[src/rtl/ras_stack.sv]
// Return-address stack: entry 0 is the top, read combinationally; push/pop shift the entry array.
// Optional CVA6_RAS_STATS_EN adds saturating overflow/underflow event counters.
module ras_stack #(
  parameter  int unsigned DEPTH = 2,
  parameter  int unsigned VLEN  = 64,
  localparam int unsigned OCC_W = $clog2(DEPTH + 1)
) (
  input  logic             clk_i,
  input  logic             rst_ni,
  input  logic             flush_i,
  input  logic             push_i,
  input  logic             pop_i,
  input  logic [VLEN-1:0]  data_i,
  output logic             valid_o,
  output logic [VLEN-1:0]  ra_o,
  output logic [OCC_W-1:0] occupancy_o
`ifdef CVA6_RAS_STATS_EN
  ,
  output logic [7:0]       overflow_cnt_o,
  output logic [7:0]       underflow_cnt_o
`endif
);

  logic             r_valid [DEPTH];
  logic [VLEN-1:0]  r_addr  [DEPTH];
  logic [OCC_W-1:0] r_occ;

  logic             w_dn_valid [DEPTH];
  logic [VLEN-1:0]  w_dn_addr  [DEPTH];
  logic             w_up_valid [DEPTH];
  logic [VLEN-1:0]  w_up_addr  [DEPTH];
  logic             w_valid_next [DEPTH];
  logic [VLEN-1:0]  w_addr_next  [DEPTH];
  logic [OCC_W-1:0] w_occ_next;

  logic w_full;
  logic w_empty;

  assign w_full  = (r_occ == OCC_W'(DEPTH));
  assign w_empty = (r_occ == '0);

  genvar gi;
  generate
    for (gi = 0; gi < DEPTH; gi++) begin : g_entry
      // Shift-down source (push) and shift-up source (pop) for this slot.
      if (gi == 0) begin : g_top
        assign w_dn_valid[gi] = 1'b1;
        assign w_dn_addr[gi]  = data_i;
      end else begin : g_below
        assign w_dn_valid[gi] = r_valid[gi-1];
        assign w_dn_addr[gi]  = r_addr[gi-1];
      end

      if (gi == DEPTH - 1) begin : g_bottom
        assign w_up_valid[gi] = 1'b0;
        assign w_up_addr[gi]  = '0;
      end else begin : g_above
        assign w_up_valid[gi] = r_valid[gi+1];
        assign w_up_addr[gi]  = r_addr[gi+1];
      end

      always_comb begin
        w_valid_next[gi] = r_valid[gi];
        w_addr_next[gi]  = r_addr[gi];
        if (flush_i) begin
          w_valid_next[gi] = 1'b0;
        end else if (push_i && pop_i) begin
          if (gi == 0) begin
            w_valid_next[gi] = 1'b1;
            w_addr_next[gi]  = data_i;
          end
        end else if (push_i) begin
          w_valid_next[gi] = w_dn_valid[gi];
          w_addr_next[gi]  = w_dn_addr[gi];
        end else if (pop_i) begin
          w_valid_next[gi] = w_up_valid[gi];
          w_addr_next[gi]  = w_up_addr[gi];
        end
      end

      always_ff @(posedge clk_i or negedge rst_ni) begin
        if (!rst_ni) begin
          r_valid[gi] <= 1'b0;
          r_addr[gi]  <= '0;
        end else begin
          r_valid[gi] <= w_valid_next[gi];
          r_addr[gi]  <= w_addr_next[gi];
        end
      end
    end
  endgenerate

  always_comb begin
    w_occ_next = r_occ;
    if (flush_i) begin
      w_occ_next = '0;
    end else if (push_i && pop_i) begin
      if (w_empty) w_occ_next = OCC_W'(1);
    end else if (push_i) begin
      if (!w_full) w_occ_next = r_occ + OCC_W'(1);
    end else if (pop_i) begin
      if (!w_empty) w_occ_next = r_occ - OCC_W'(1);
    end
  end

  always_ff @(posedge clk_i or negedge rst_ni) begin
    if (!rst_ni) r_occ <= '0;
    else         r_occ <= w_occ_next;
  end

  assign valid_o     = r_valid[0];
  assign ra_o        = r_addr[0];
  assign occupancy_o = r_occ;

`ifdef CVA6_RAS_STATS_EN
  logic [7:0] r_ovf_cnt;
  logic [7:0] r_unf_cnt;
  logic       w_ovf_evt;
  logic       w_unf_evt;

  // A flushed cycle never performs its push or pop, so it is not an event.
  assign w_ovf_evt = !flush_i && push_i && !pop_i && w_full;
  assign w_unf_evt = !flush_i && pop_i && !push_i && w_empty;

  always_ff @(posedge clk_i or negedge rst_ni) begin
    if (!rst_ni) begin
      r_ovf_cnt <= '0;
      r_unf_cnt <= '0;
    end else begin
      if (w_ovf_evt && r_ovf_cnt != 8'hFF) r_ovf_cnt <= r_ovf_cnt + 8'd1;
      if (w_unf_evt && r_unf_cnt != 8'hFF) r_unf_cnt <= r_unf_cnt + 8'd1;
    end
  end

  assign overflow_cnt_o  = r_ovf_cnt;
  assign underflow_cnt_o = r_unf_cnt;
`endif

endmodule
[config.mk]
export PLATFORM = sky130hd
export DESIGN_NAME = ras_stack
export DESIGN_NICKNAME = d
export VERILOG_FILES = /design/src/rtl/ras_stack.sv
export SDC_FILE = /design/constraint.sdc
export NUM_CORES = 1
export LEC_CHECK = 0
export CORE_MARGIN = 8
export CORE_UTILIZATION = 60
export CTS_CLUSTER_DIAMETER = 30
export DETAILED_ROUTE_END_ITERATION = 7
export DONT_BUFFER_PORTS = 1
export PLACE_DENSITY = 0.76
export RECOVER_POWER = 100
export SLEW_MARGIN = 10
export SYNTH_ARGS = -nofsm -noshare
export SYNTH_HDL_FRONTEND = slang
export SYNTH_SLANG_ARGS = --single-unit
[constraint.sdc]
create_clock -name clk_i -period 3.13 [get_ports clk_i]
set_input_delay 0.313 -clock clk_i [delete_from_list [all_inputs] [get_ports clk_i]]
set_output_delay 0.313 -clock clk_i [all_outputs]
set_load 0.01 [all_outputs]
## After elaboration in Yosys (flattened, before gate mapping)

Cells that the tools add are included.

- Output and inout port bits: 67
- Register bits after elaboration: 132
- Input bits: 69
- Logic and storage cells: 44

- Bitwise gates (word level): 2
- Equal/unequal tests: 5
- Add/subtract/negate cells: 2
- Reduce and logical (&&, ||, !) cells: 10
- Mux-type cells: 20

Operators by type and width:

| kind | count |
|---|---|
| 2-to-1 mux 64 bit | 5 |
| 2-to-1 mux 2 bit | 7 |
| 2-to-1 mux 1 bit | 8 |
| inequality test 4 x 3 -> 1 bit (second input constant) | 2 |
| nonzero test 3 bit | 2 |
| AND reduction 2 bit | 2 |
| AND reduction 4 bit | 1 |
| nonzero test 4 bit | 1 |
| inequality test 3 bit (second input constant) | 1 |
| AND reduction 3 bit | 1 |
| adder 2 x 1 -> 2 bit (second input constant) | 1 |
| == test 2 bit (second input constant) | 1 |
| logical NOT 2 bit | 1 |
| inequality test 2 bit (second input constant) | 1 |
| NOT 1 bit | 2 |
| nonzero test 2 bit | 1 |
| subtractor 2 x 1 -> 2 bit (second input constant) | 1 |
| logical AND 1 bit | 1 |

## Depth between registers and ports, before layout

Gate-level depths: netlist of the first run.

- Depth in word-level cells: 6
- Depth in mapped cells: 9

## Worst setup path after synthesis of the first run

OpenSTA, ideal clock, no wires.

- Kind: in2reg
- Start: input push_i
- End: register r_addr (netlist bit ra_o[50])
- Arrival time: 1.359 ns
- Slack: 1.647 ns
- Setup time: 0.124 ns
- Stages: 9
- Path buffers: 4
- Path through: buf_4 inv_1 ha_1 or2_1 buf_6 buf_6 buf_6 nand2_1 o21ai_1

- Longest elaborated chain between the ends: 3
- Elaborated cells between the ends (all ways): 5
- Classes of those cells: mux: 2; reduce/logical: 3

Ends and longest elaborated chain:

| element | RTL line | text |
|---|---|---|
| start, declared | 11 | `input logic push_i,` |
| logical AND 1 bit | 67 | `end else if (push_i && pop_i) begin` |
| nonzero test 3 bit (no line) | - |  |
| AND reduction 2 bit (no line) | - |  |
| end signal, assigned by index | 87 | `r_addr[gi] <= w_addr_next[gi];` |
| end, declared | 25 | `logic [VLEN-1:0] r_addr [DEPTH];` |

Parallel ways exist; a longest one is shown, timed or not.
A chain may end at the register's enable or synchronous reset.

## Final worst setup path of the first run

- Start: input push_i
- End: register r_addr (netlist bit ra_o[58])

The elaborated chain is that of the path after synthesis.

==> flow_metrics.env, run 1 <==
export IMPL_power_frac_comb_pct=8.6
export IMPL_critPathMaxFanout=76
export IMPL_synth_fa_ha_area_share_pct=0.601
export IMPL_area_growth_synth_to_final_pct=4.01
export IMPL_die_area_um2=13900
export IMPL_min_delay_path_class="in -> async"
export IMPL_filler_cell_count=819
export IMPL_worstSetupEndpointType="flip-flop"
export IMPL_leading_cell_types_in_the_layout_fill_and_taps_excluded="sky130_fd_sc_hd__nand2_1, sky130_fd_sc_hd__dfrtp_1, sky130_fd_sc_hd__o21ai_0"
export IMPL_synth_seq_cells=132
export IMPL_layout_min_cycle_time_ns=1.92
export IMPL_clock_power_share_pct=42.3
export IMPL_pin_count=136
export IMPL_cts_sinks=132
export IMPL_cts_repair_timing_setup_buffer_count=0
export IMPL_worstReg2RegStart="valid_o"
export IMPL_finalSetupTns_ns=0
export IMPL_cp_data_required_time_ns=3.49
export IMPL_route_detailed_drc=0
export IMPL_drive_gt1_share_pct=4.84
export IMPL_fmax_ghz=0.521
export IMPL_die_y_um=118
export IMPL_status="finished with violations"
export IMPL_grt_usage_pct=18.5
export IMPL_wl_per_cell_um=17.2
export IMPL_globalplace_congestion=0.747
export IMPL_fraction_of_the_mapped_netlist_area_in_simple_logic_gates_pct=12.8
export IMPL_cts_max_path_buffers=2
export IMPL_synth_net_count=726
export IMPL_holdBufCountCts=20
export IMPL_layout_cell_area_non_filler_um2=6500
export IMPL_number_of_diodes=0
export IMPL_die_width_um=118
export IMPL_yosys_area_share_xor_xnor_pct=0
export IMPL_switching_share_pct=25.1
export IMPL_synth_mux_area_fraction_pct=10.3
export IMPL_worst_pin_slew_ns=1.54
export IMPL_core_area_um2=10200
export IMPL_net_switching_power_mw=1.13
export IMPL_timing_final_setup_violations=0
export IMPL_yosysTopAreaCell="sky130_fd_sc_hd__dfrtp_1"
export IMPL_rr_endpoint="valid_o"
export IMPL_vdd_ir_drop_worst_mv=0.348
export IMPL_max_cap_viol_count=1
export IMPL_r2r_cells=4
export IMPL_routed_antenna_nets=0
export IMPL_globalRouteOverflowTotal=0
export IMPL_synthDominantCellAreaShare_pct=52.9
export IMPL_reg2reg_setup_slack_ns=1.52
export IMPL_total_leakage_power_nw=3.00
export IMPL_synth_top_family_by_area="simple AND/OR/NAND/NOR gates"
export IMPL_place_port_buffers=0
export IMPL_power_density_nw_per_um2=691
export IMPL_hold_viol=132
export IMPL_synth_compound_area_share_pct=11.4
export IMPL_drt_first_iter_violations=335
export IMPL_synth_lib_cells_used_distinct=28
export IMPL_clk_insertion_delay_late_ns=0.50
export IMPL_power_share_sequential_pct=49.1
export IMPL_initial_core_util_pct=61.1
export IMPL_finalClockSkew_ns=0.00472
export IMPL_finalNetCount=660
export IMPL_vias=3999
export IMPL_number_of_antenna_violations_at_the_first_check_in_global_routing=0
export IMPL_clk_pin_slew_worst_paths_ns=0.05
export IMPL_clock_tree_from_tritoncts="yes"
export IMPL_first_global_vias=4023
export IMPL_min_period_over_period_pct=61.4
export IMPL_postSynthCellCount=654
export IMPL_setup_repair_after_global_routing_missed_its_margin="no"
export IMPL_place_detailed_hpwl_mm=7.87
export IMPL_start_kind="input port"
export IMPL_avgViaCountPerCell=5.44
export IMPL_wire_length_of_the_first_global_routing_pass_mm=21.2
export IMPL_mostFrequentLayoutCell="sky130_fd_sc_hd__nand2_1"
export IMPL_whs_ns=-0.492
export IMPL_synthesis_area_per_instance_um2=9.55
export IMPL_critical_path_arrival_ns=2.28
export IMPL_placement_cell_area_um2=5720
export IMPL_synthesis_yosys_warnings=0
export IMPL_power_report_internal_total_mw=3.36
export IMPL_synth_area_top_cells="sky130_fd_sc_hd__dfrtp_1, sky130_fd_sc_hd__nand2_1, sky130_fd_sc_hd__mux2i_1"
export IMPL_route_final_wire_length_mm=12.6
export IMPL_synth_sequential_area_ratio_pct=52.9
export IMPL_ctsHtreeMaxLevel=4
export IMPL_cts_repair_resize_count=0
export IMPL_grt_max_degree=133
export IMPL_detailedRoute_firstPassIterationCount=4
export IMPL_cts_buffers=17
export IMPL_criticalPathCategory="in -> reg"
export IMPL_root_buffer="sky130_fd_sc_hd__clkbuf_8"
export IMPL_timing_final_max_slew_violations=53
export IMPL_syn_cell_area_um2=6250
export IMPL_worst_slew_margin_rel_pct=-2.55
export IMPL_floorplan_rows=37
export IMPL_failed_checks="hold timing, capacitance limit, slew limit"
sequential cells by signal, summed over array words and instances (netlist names):
| name | flops |
|---|---|
| r_addr | 64 |
| ra_o | 64 |
| occupancy_o | 2 |
| r_valid | 1 |
| valid_o | 1 |
synthesized netlist by cell type:
cell type and number:
sky130_fd_sc_hd__nand2_1 193, sky130_fd_sc_hd__dfrtp_1 132, sky130_fd_sc_hd__o21ai_0 108, sky130_fd_sc_hd__buf_4 67
sky130_fd_sc_hd__mux2i_1 64, sky130_fd_sc_hd__o21ai_1 21, sky130_fd_sc_hd__buf_2 15, sky130_fd_sc_hd__clkbuf_1 9
sky130_fd_sc_hd__buf_6 8, sky130_fd_sc_hd__clkbuf_2 7, sky130_fd_sc_hd__a21oi_1 5, sky130_fd_sc_hd__ha_1 3
sky130_fd_sc_hd__nor2_1 3, sky130_fd_sc_hd__inv_1 2, sky130_fd_sc_hd__nand2b_1 2, sky130_fd_sc_hd__o221ai_1 2
sky130_fd_sc_hd__or3_1 2, sky130_fd_sc_hd__a31oi_1 1, sky130_fd_sc_hd__and3_1 1, sky130_fd_sc_hd__clkbuf_4 1
sky130_fd_sc_hd__inv_2 1, sky130_fd_sc_hd__nand3b_1 1, sky130_fd_sc_hd__nor3_1 1, sky130_fd_sc_hd__nor3b_1 1
sky130_fd_sc_hd__o211ai_1 1, sky130_fd_sc_hd__o31ai_1 1, sky130_fd_sc_hd__or2_1 1, sky130_fd_sc_hd__or4_1 1
routing by layer:
layer  vias to the layer above  part of all wire [%]  global-route usage [%]
li1                       1969                     -                       -
met1                      1908                    44                    22.5
met2                       101                    48                    29.8
met3                        21                   6.2                    6.33
met4                         0                   1.9                    6.97
met5                         -                     0                       0
cell families (layout without fill, tap and decap cells):
logic type                 count (synthesis)  after routing
DFF                                      132            132
AOI/OAI and AO/OA                        139            139
buffers and inverters                    110             55
adders and majority gates                  3              3
and+or+nand+nor                          206            206
muxes                                     64             64
power by group through the flow:
stage	Sequential, mW	Combinational [mW]	Clock, mW
3_3_place_gp	2.22	0.329	0
5_1_grt	2.24	0.452	2.01
2_1_floorplan	2.09	0.588	0
6_report	2.21	0.385	1.90
4_1_cts	2.21	0.397	1.94
3_5_place_dp	2.23	0.359	0
final cells by class:
type	instances	area, µm²	area share [%]
Timing Repair Buffer	22	258	3.97
Clock inverter	5	100	1.54
Multi-Input combinational cell	412	2190	33.7
Inverter	3	11.3	0.173
Sequential cell	132	3300	50.8
Clock buffer	25	464	7.14
Tap cell	136	170	2.62
how the worst max path moves through the flow:
stage / from / end / slack (ns) / cells past startpoint
2_1_floorplan: push_i / ra_o[50] / 1.65 / 9
3_3_place_gp: push_i / r_addr[7] / 1.34 / 5
3_5_place_dp: push_i / r_addr[17] / 1.29 / 5
4_1_cts: valid_o / valid_o / 1.51 / 4
5_1_grt: push_i / ra_o[59] / 1.03 / 6
6_report: push_i / ra_o[58] / 1.21 / 5
critical path, cell delays in order:
cell and delay, ns:
sky130_fd_sc_hd__inv_1 0.09, sky130_fd_sc_hd__ha_1 0.15, sky130_fd_sc_hd__or2_1 1.13, sky130_fd_sc_hd__buf_12 0.35, sky130_fd_sc_hd__o21ai_0 0.16
through the flow:
stage | worst slack [ns] | hold WS (ns) | util, % | cells | power (mW)
finish | 1.21 | -0.492 | 63.5 | 735 | 4.49
global route | 1.03 | -0.525 | 63.5 | 735 | 4.70
CTS | 1.51 | -0.517 | 63.6 | 735 | 4.54
detailed placement | 1.29 | 0.0210 | 55.9 | 685 | 2.59
global placement | 1.34 | 0.0215 | 55.9 | 685 | 2.55
floorplan | 1.65 | 0.0174 | - | 654 | 2.68
Note: power is estimated with default switching activity, not from simulation.
==> run 2, diff against run 1 <==
Clock period 3.13 ns to 1.8 ns, I/O delays scaled along.
==> flow_metrics.env, run 2 <==
export IMPL_status="did not finish"
export IMPL_lastStage="4_1_cts"
export IMPL_firstError="[ERROR RSZ-0060] Max buffer count reached."
export IMPL_synthDominantCellAreaShare_pct=52.9
export IMPL_root_buffer="sky130_fd_sc_hd__clkbuf_8"
export IMPL_cts_repair_resize_count=0
export IMPL_floorplan_rows=37
export IMPL_synthesis_area_per_instance_um2=9.55
export IMPL_synth_main_ff_cell="sky130_fd_sc_hd__dfrtp_1"
export IMPL_fraction_of_registers_with_async_set_reset_pct=100
export IMPL_die_y_um=118
export IMPL_ctsHtreeMaxLevel=4
export IMPL_cts_repair_timing_setup_buffer_count=0
export IMPL_synth_lib_cells_used_distinct=28
export IMPL_cts_sinks=132
export IMPL_synth_net_count=726
export IMPL_post_synth_most_frequent_cells="sky130_fd_sc_hd__nand2_1, sky130_fd_sc_hd__dfrtp_1, sky130_fd_sc_hd__o21ai_0"
export IMPL_die_width_um=118
export IMPL_yosysTopAreaCell="sky130_fd_sc_hd__dfrtp_1"
export IMPL_place_port_buffers=0
export IMPL_holdBufCountCts=145
export IMPL_synth_area_top_cells="sky130_fd_sc_hd__dfrtp_1, sky130_fd_sc_hd__nand2_1, sky130_fd_sc_hd__mux2i_1"
export IMPL_postSynthCellCount=654
export IMPL_pin_count=136
export IMPL_worst_case_setup_slack_after_placement_ns=0.372
export IMPL_initial_core_util_pct=61.1
export IMPL_post_synth_top_count_cell="sky130_fd_sc_hd__nand2_1"
export IMPL_cts_max_path_buffers=2
export IMPL_synth_seq_cells=132
export IMPL_synth_edf_count=0
export IMPL_synth_sequential_area_ratio_pct=52.9
export IMPL_synthesis_yosys_warnings=0
export IMPL_place_detailed_hpwl_mm=8.03
export IMPL_syn_cell_area_um2=6250
export IMPL_globalplace_congestion=0.693
export IMPL_cts_buffers=17
-- run 2: cell counts after synthesis --
No cell type changed its count.
-- run 2: cell families after synthesis --
group | Yosys count | share of synthesized area, %
simple gates | 206 | 12.8
fa+ha+maj | 3 | 0.601
mux | 64 | 10.3
compound gates | 139 | 11.4
buf+inv | 110 | 12.1
flops | 132 | 52.9
-- run 2: stage by stage --
stage | instances | instance area [µm²] | hold WS (ns) | utilization [%]
after floorplan | 654 | 6250 | -0.116 | -
after global placement | 688 | 5770 | -0.111 | 56.4
after detailed placement | 688 | 5770 | -0.111 | 56.4
==> run 3, diff against run 2 <==
Settings changed: CORE_UTILIZATION 60 to 40, CTS_CLUSTER_DIAMETER 30 to unset, PLACE_DENSITY 0.76 to unset, PLACE_DENSITY_LB_ADDON set to 0.15.
==> flow_metrics.env, run 3 (synthesized netlist as in run 1, its figures left out) <==
export IMPL_status="finished with violations"
export IMPL_failed_checks="hold timing"
export IMPL_whs_ns=-0.536
export IMPL_switching_share_pct=25.5
export IMPL_critical_path_top_delay_family="buffers and inverters"
export IMPL_layout_min_cycle_time_ns=1.65
export IMPL_area_growth_synth_to_final_pct=19.4
export IMPL_fin_ws_ns=0.145
export IMPL_start_kind="flip-flop"
export IMPL_timing_critical_path_cells="or3_1 > o31ai_1 > a21oi_1 > dlygate4sd3_1"
export IMPL_power_report_internal_total_mw=6.18
export IMPL_net_switching_power_mw=2.12
export IMPL_clock_tree_from_tritoncts="yes"
export IMPL_finalClockSkew_ns=0.00774
export IMPL_root_buffer="sky130_fd_sc_hd__clkbuf_16"
export IMPL_criticalPathCategory="reg -> reg"
export IMPL_clock_power_share_pct=43.3
export IMPL_wl_per_cell_um=16.4
export IMPL_total_leakage_power_nw=3.30
export IMPL_clk_pin_slew_worst_paths_ns=0.05
export IMPL_drt_first_iter_violations=205
export IMPL_power_frac_comb_pct=10.5
export IMPL_avgViaCountPerCell=4.85
export IMPL_routed_antenna_nets=0
export IMPL_cts_repair_timing_setup_buffer_count=0
export IMPL_hold_viol=132
export IMPL_crit_path_max_incr_delay_ns=0.55
export IMPL_max_cap_viol_count=0
export IMPL_die_width_um=141
export IMPL_number_of_diodes=0
export IMPL_grt_max_degree=133
export IMPL_timing_critical_path_buf_inv=1
export IMPL_globalRouteOverflowTotal=0
export IMPL_grt_usage_pct=15.5
export IMPL_core_area_um2=15300
export IMPL_die_area_um2=19900
export IMPL_vdd_ir_drop_worst_mv=0.643
export IMPL_wire_length_of_the_first_global_routing_pass_mm=24.4
export IMPL_min_period_over_period_pct=91.9
export IMPL_cts_buffers=17
export IMPL_setup_repair_after_global_routing_missed_its_margin="no"
export IMPL_worstSetupEndpointType="flip-flop"
export IMPL_die_y_um=141
export IMPL_cp_data_required_time_ns=2.09
export IMPL_cp_slowest_cell="sky130_fd_sc_hd__dlygate4sd3_1"
export IMPL_drive_gt1_share_pct=5.26
export IMPL_clk_insertion_delay_late_ns=0.41
export IMPL_globalplace_congestion=0.676
export IMPL_ctsHtreeMaxLevel=4
export IMPL_detailedRoute_firstPassIterationCount=4
export IMPL_initial_core_util_pct=40.9
export IMPL_critical_path_arrival_ns=1.94
export IMPL_mostFrequentLayoutCell="sky130_fd_sc_hd__nand2_1"
export IMPL_fmax_ghz=0.604
export IMPL_holdBufCountCts=99
export IMPL_route_detailed_drc=0
export IMPL_cts_max_path_buffers=2
export IMPL_vias=4339
export IMPL_timing_final_setup_violations=0
export IMPL_place_port_buffers=0
export IMPL_pin_count=136
export IMPL_number_of_antenna_violations_at_the_first_check_in_global_routing=0
export IMPL_leading_cell_types_in_the_layout_fill_and_taps_excluded="sky130_fd_sc_hd__nand2_1, sky130_fd_sc_hd__dfrtp_1, sky130_fd_sc_hd__o21ai_0"
export IMPL_power_share_sequential_pct=46.2
export IMPL_first_global_vias=4521
export IMPL_floorplan_rows=45
export IMPL_timing_final_max_slew_violations=0
export IMPL_power_density_nw_per_um2=1110
export IMPL_finalSetupTns_ns=0
export IMPL_min_delay_path_class="in -> async"
export IMPL_place_detailed_hpwl_mm=8.35
export IMPL_critPathMaxFanout=3
export IMPL_worst_pin_slew_ns=1.16
export IMPL_cts_sinks=132
export IMPL_cts_repair_resize_count=0
export IMPL_worst_slew_margin_rel_pct=22.4
export IMPL_finalNetCount=743
export IMPL_worst_case_setup_slack_after_placement_ns=0.359
export IMPL_route_final_wire_length_mm=14.7
[run 3: layer usage]
| metal | vias to the layer above | track usage, % | routed length (µm) |
|---|---|---|---|
| li1 | 2137 | - | - |
| met1 | 2070 | 19.2 | 6350 |
| met2 | 116 | 23.5 | 6860 |
| met3 | 16 | 6.65 | 1250 |
| met4 | 0 | 6.00 | 247 |
| met5 | - | 0 | 0 |
[run 3: final timing paths]
check / slack [ns] / endpoint / start / cells after the start
max: 0.15 / valid_o / valid_o / 4
min: -0.54 / ra_o[57] / rst_ni / 0
max reg2reg: 0.15 / valid_o / valid_o / 4
min reg2reg: 0.48 / r_addr[11] / r_addr[11] / 2
max in group asynchronous: 2.15 / r_addr[12] / rst_ni / 0
min in group clk_i: 0.01 / ra_o[44] / push_i / 2
[run 3: worst register-to-register path, stage by stage (launching register included)]
cell and delay (ns):
sky130_fd_sc_hd__dfrtp_1 0.46, sky130_fd_sc_hd__or3_1 0.35, sky130_fd_sc_hd__o31ai_1 0.09, sky130_fd_sc_hd__a21oi_1 0.10
sky130_fd_sc_hd__dlygate4sd3_1 0.55
[run 3: area by class of cell]
cell class	count	area, µm²
Fill cell	1381	7800
Sequential cell	132	3300
Multi-Input combinational cell	412	2190
Timing Repair Buffer	105	1090
Clock buffer	22	454
Tap cell	211	264
Clock inverter	10	155
Inverter	3	11.3
[run 3: power groups by stage]
stage	registers, mW	clock network, mW	logic (mW)
2_1_floorplan	3.63	0	1.02
3_3_place_gp	3.88	0	0.602
3_5_place_dp	3.89	0	0.640
4_1_cts	3.84	3.67	0.899
5_1_grt	3.89	3.79	1.02
6_report	3.83	3.59	0.870
[run 3: per-stage QoR]
stage,instances,area [µm²],power (mW),utilization [%]
floorplan,654,6250,4.65,-
global placement,764,5870,4.48,38.5
detailed placement,764,5870,4.53,38.5
CTS,895,7490,8.41,49.1
global route,895,7460,8.71,48.9
finish,895,7460,8.30,48.9
==> run 4, diff against run 3 <==
Settings changed: CORE_UTILIZATION 40 to 60.
==> flow_metrics.env, run 4 <==
export IMPL_status="did not finish"
export IMPL_lastStage="4_1_cts"
export IMPL_firstError="[ERROR RSZ-0060] Max buffer count reached."
export IMPL_synth_net_count=726
export IMPL_synthesis_yosys_warnings=0
export IMPL_ctsHtreeMaxLevel=4
export IMPL_synth_seq_cells=132
export IMPL_synth_sequential_area_ratio_pct=52.9
export IMPL_holdBufCountCts=145
export IMPL_placement_cell_area_um2=5750
export IMPL_die_y_um=118
export IMPL_die_width_um=118
export IMPL_post_synth_top_count_cell="sky130_fd_sc_hd__nand2_1"
export IMPL_cts_max_path_buffers=2
export IMPL_place_port_buffers=0
export IMPL_root_buffer="sky130_fd_sc_hd__clkbuf_8"
export IMPL_place_detailed_hpwl_mm=7.71
export IMPL_synth_main_ff_cell="sky130_fd_sc_hd__dfrtp_1"
export IMPL_globalplace_congestion=0.728
export IMPL_postSynthCellCount=654
export IMPL_cts_repair_resize_count=0
export IMPL_initial_core_util_pct=61.1
export IMPL_yosysTopAreaCell="sky130_fd_sc_hd__dfrtp_1"
export IMPL_synth_area_top_cells="sky130_fd_sc_hd__dfrtp_1, sky130_fd_sc_hd__nand2_1, sky130_fd_sc_hd__mux2i_1"
export IMPL_syn_cell_area_um2=6250
export IMPL_synthDominantCellAreaShare_pct=52.9
export IMPL_cts_repair_timing_setup_buffer_count=0
export IMPL_cts_sinks=132
export IMPL_synth_lib_cells_used_distinct=28
export IMPL_synth_edf_count=0
export IMPL_pin_count=136
export IMPL_floorplan_rows=37
export IMPL_synthesis_area_per_instance_um2=9.55
export IMPL_fraction_of_registers_with_async_set_reset_pct=100
export IMPL_post_synth_most_frequent_cells="sky130_fd_sc_hd__nand2_1, sky130_fd_sc_hd__dfrtp_1, sky130_fd_sc_hd__o21ai_0"
export IMPL_cts_buffers=17
==> run 4: cell counts after synthesis <==
No cell type changed its count.
==> run 4: metrics by stage <==
stage	setup slack, ns	utilization (%)	std cells
3_3_place_gp	0.402	56.2	687
2_1_floorplan	0.450	-	654
3_5_place_dp	0.337	56.2	687
==> run 4: cell families after synthesis <==
group                    after synthesis  share of synthesized area (%)
buffers and inverters                110                           12.1
flip-flops                           132                           52.9
multiplexers                          64                           10.3
AND/OR/NAND/NOR                      206                           12.8
AO/OA/AOI/OAI                        139                           11.4
adder cells (fa/ha/maj)                3                          0.601
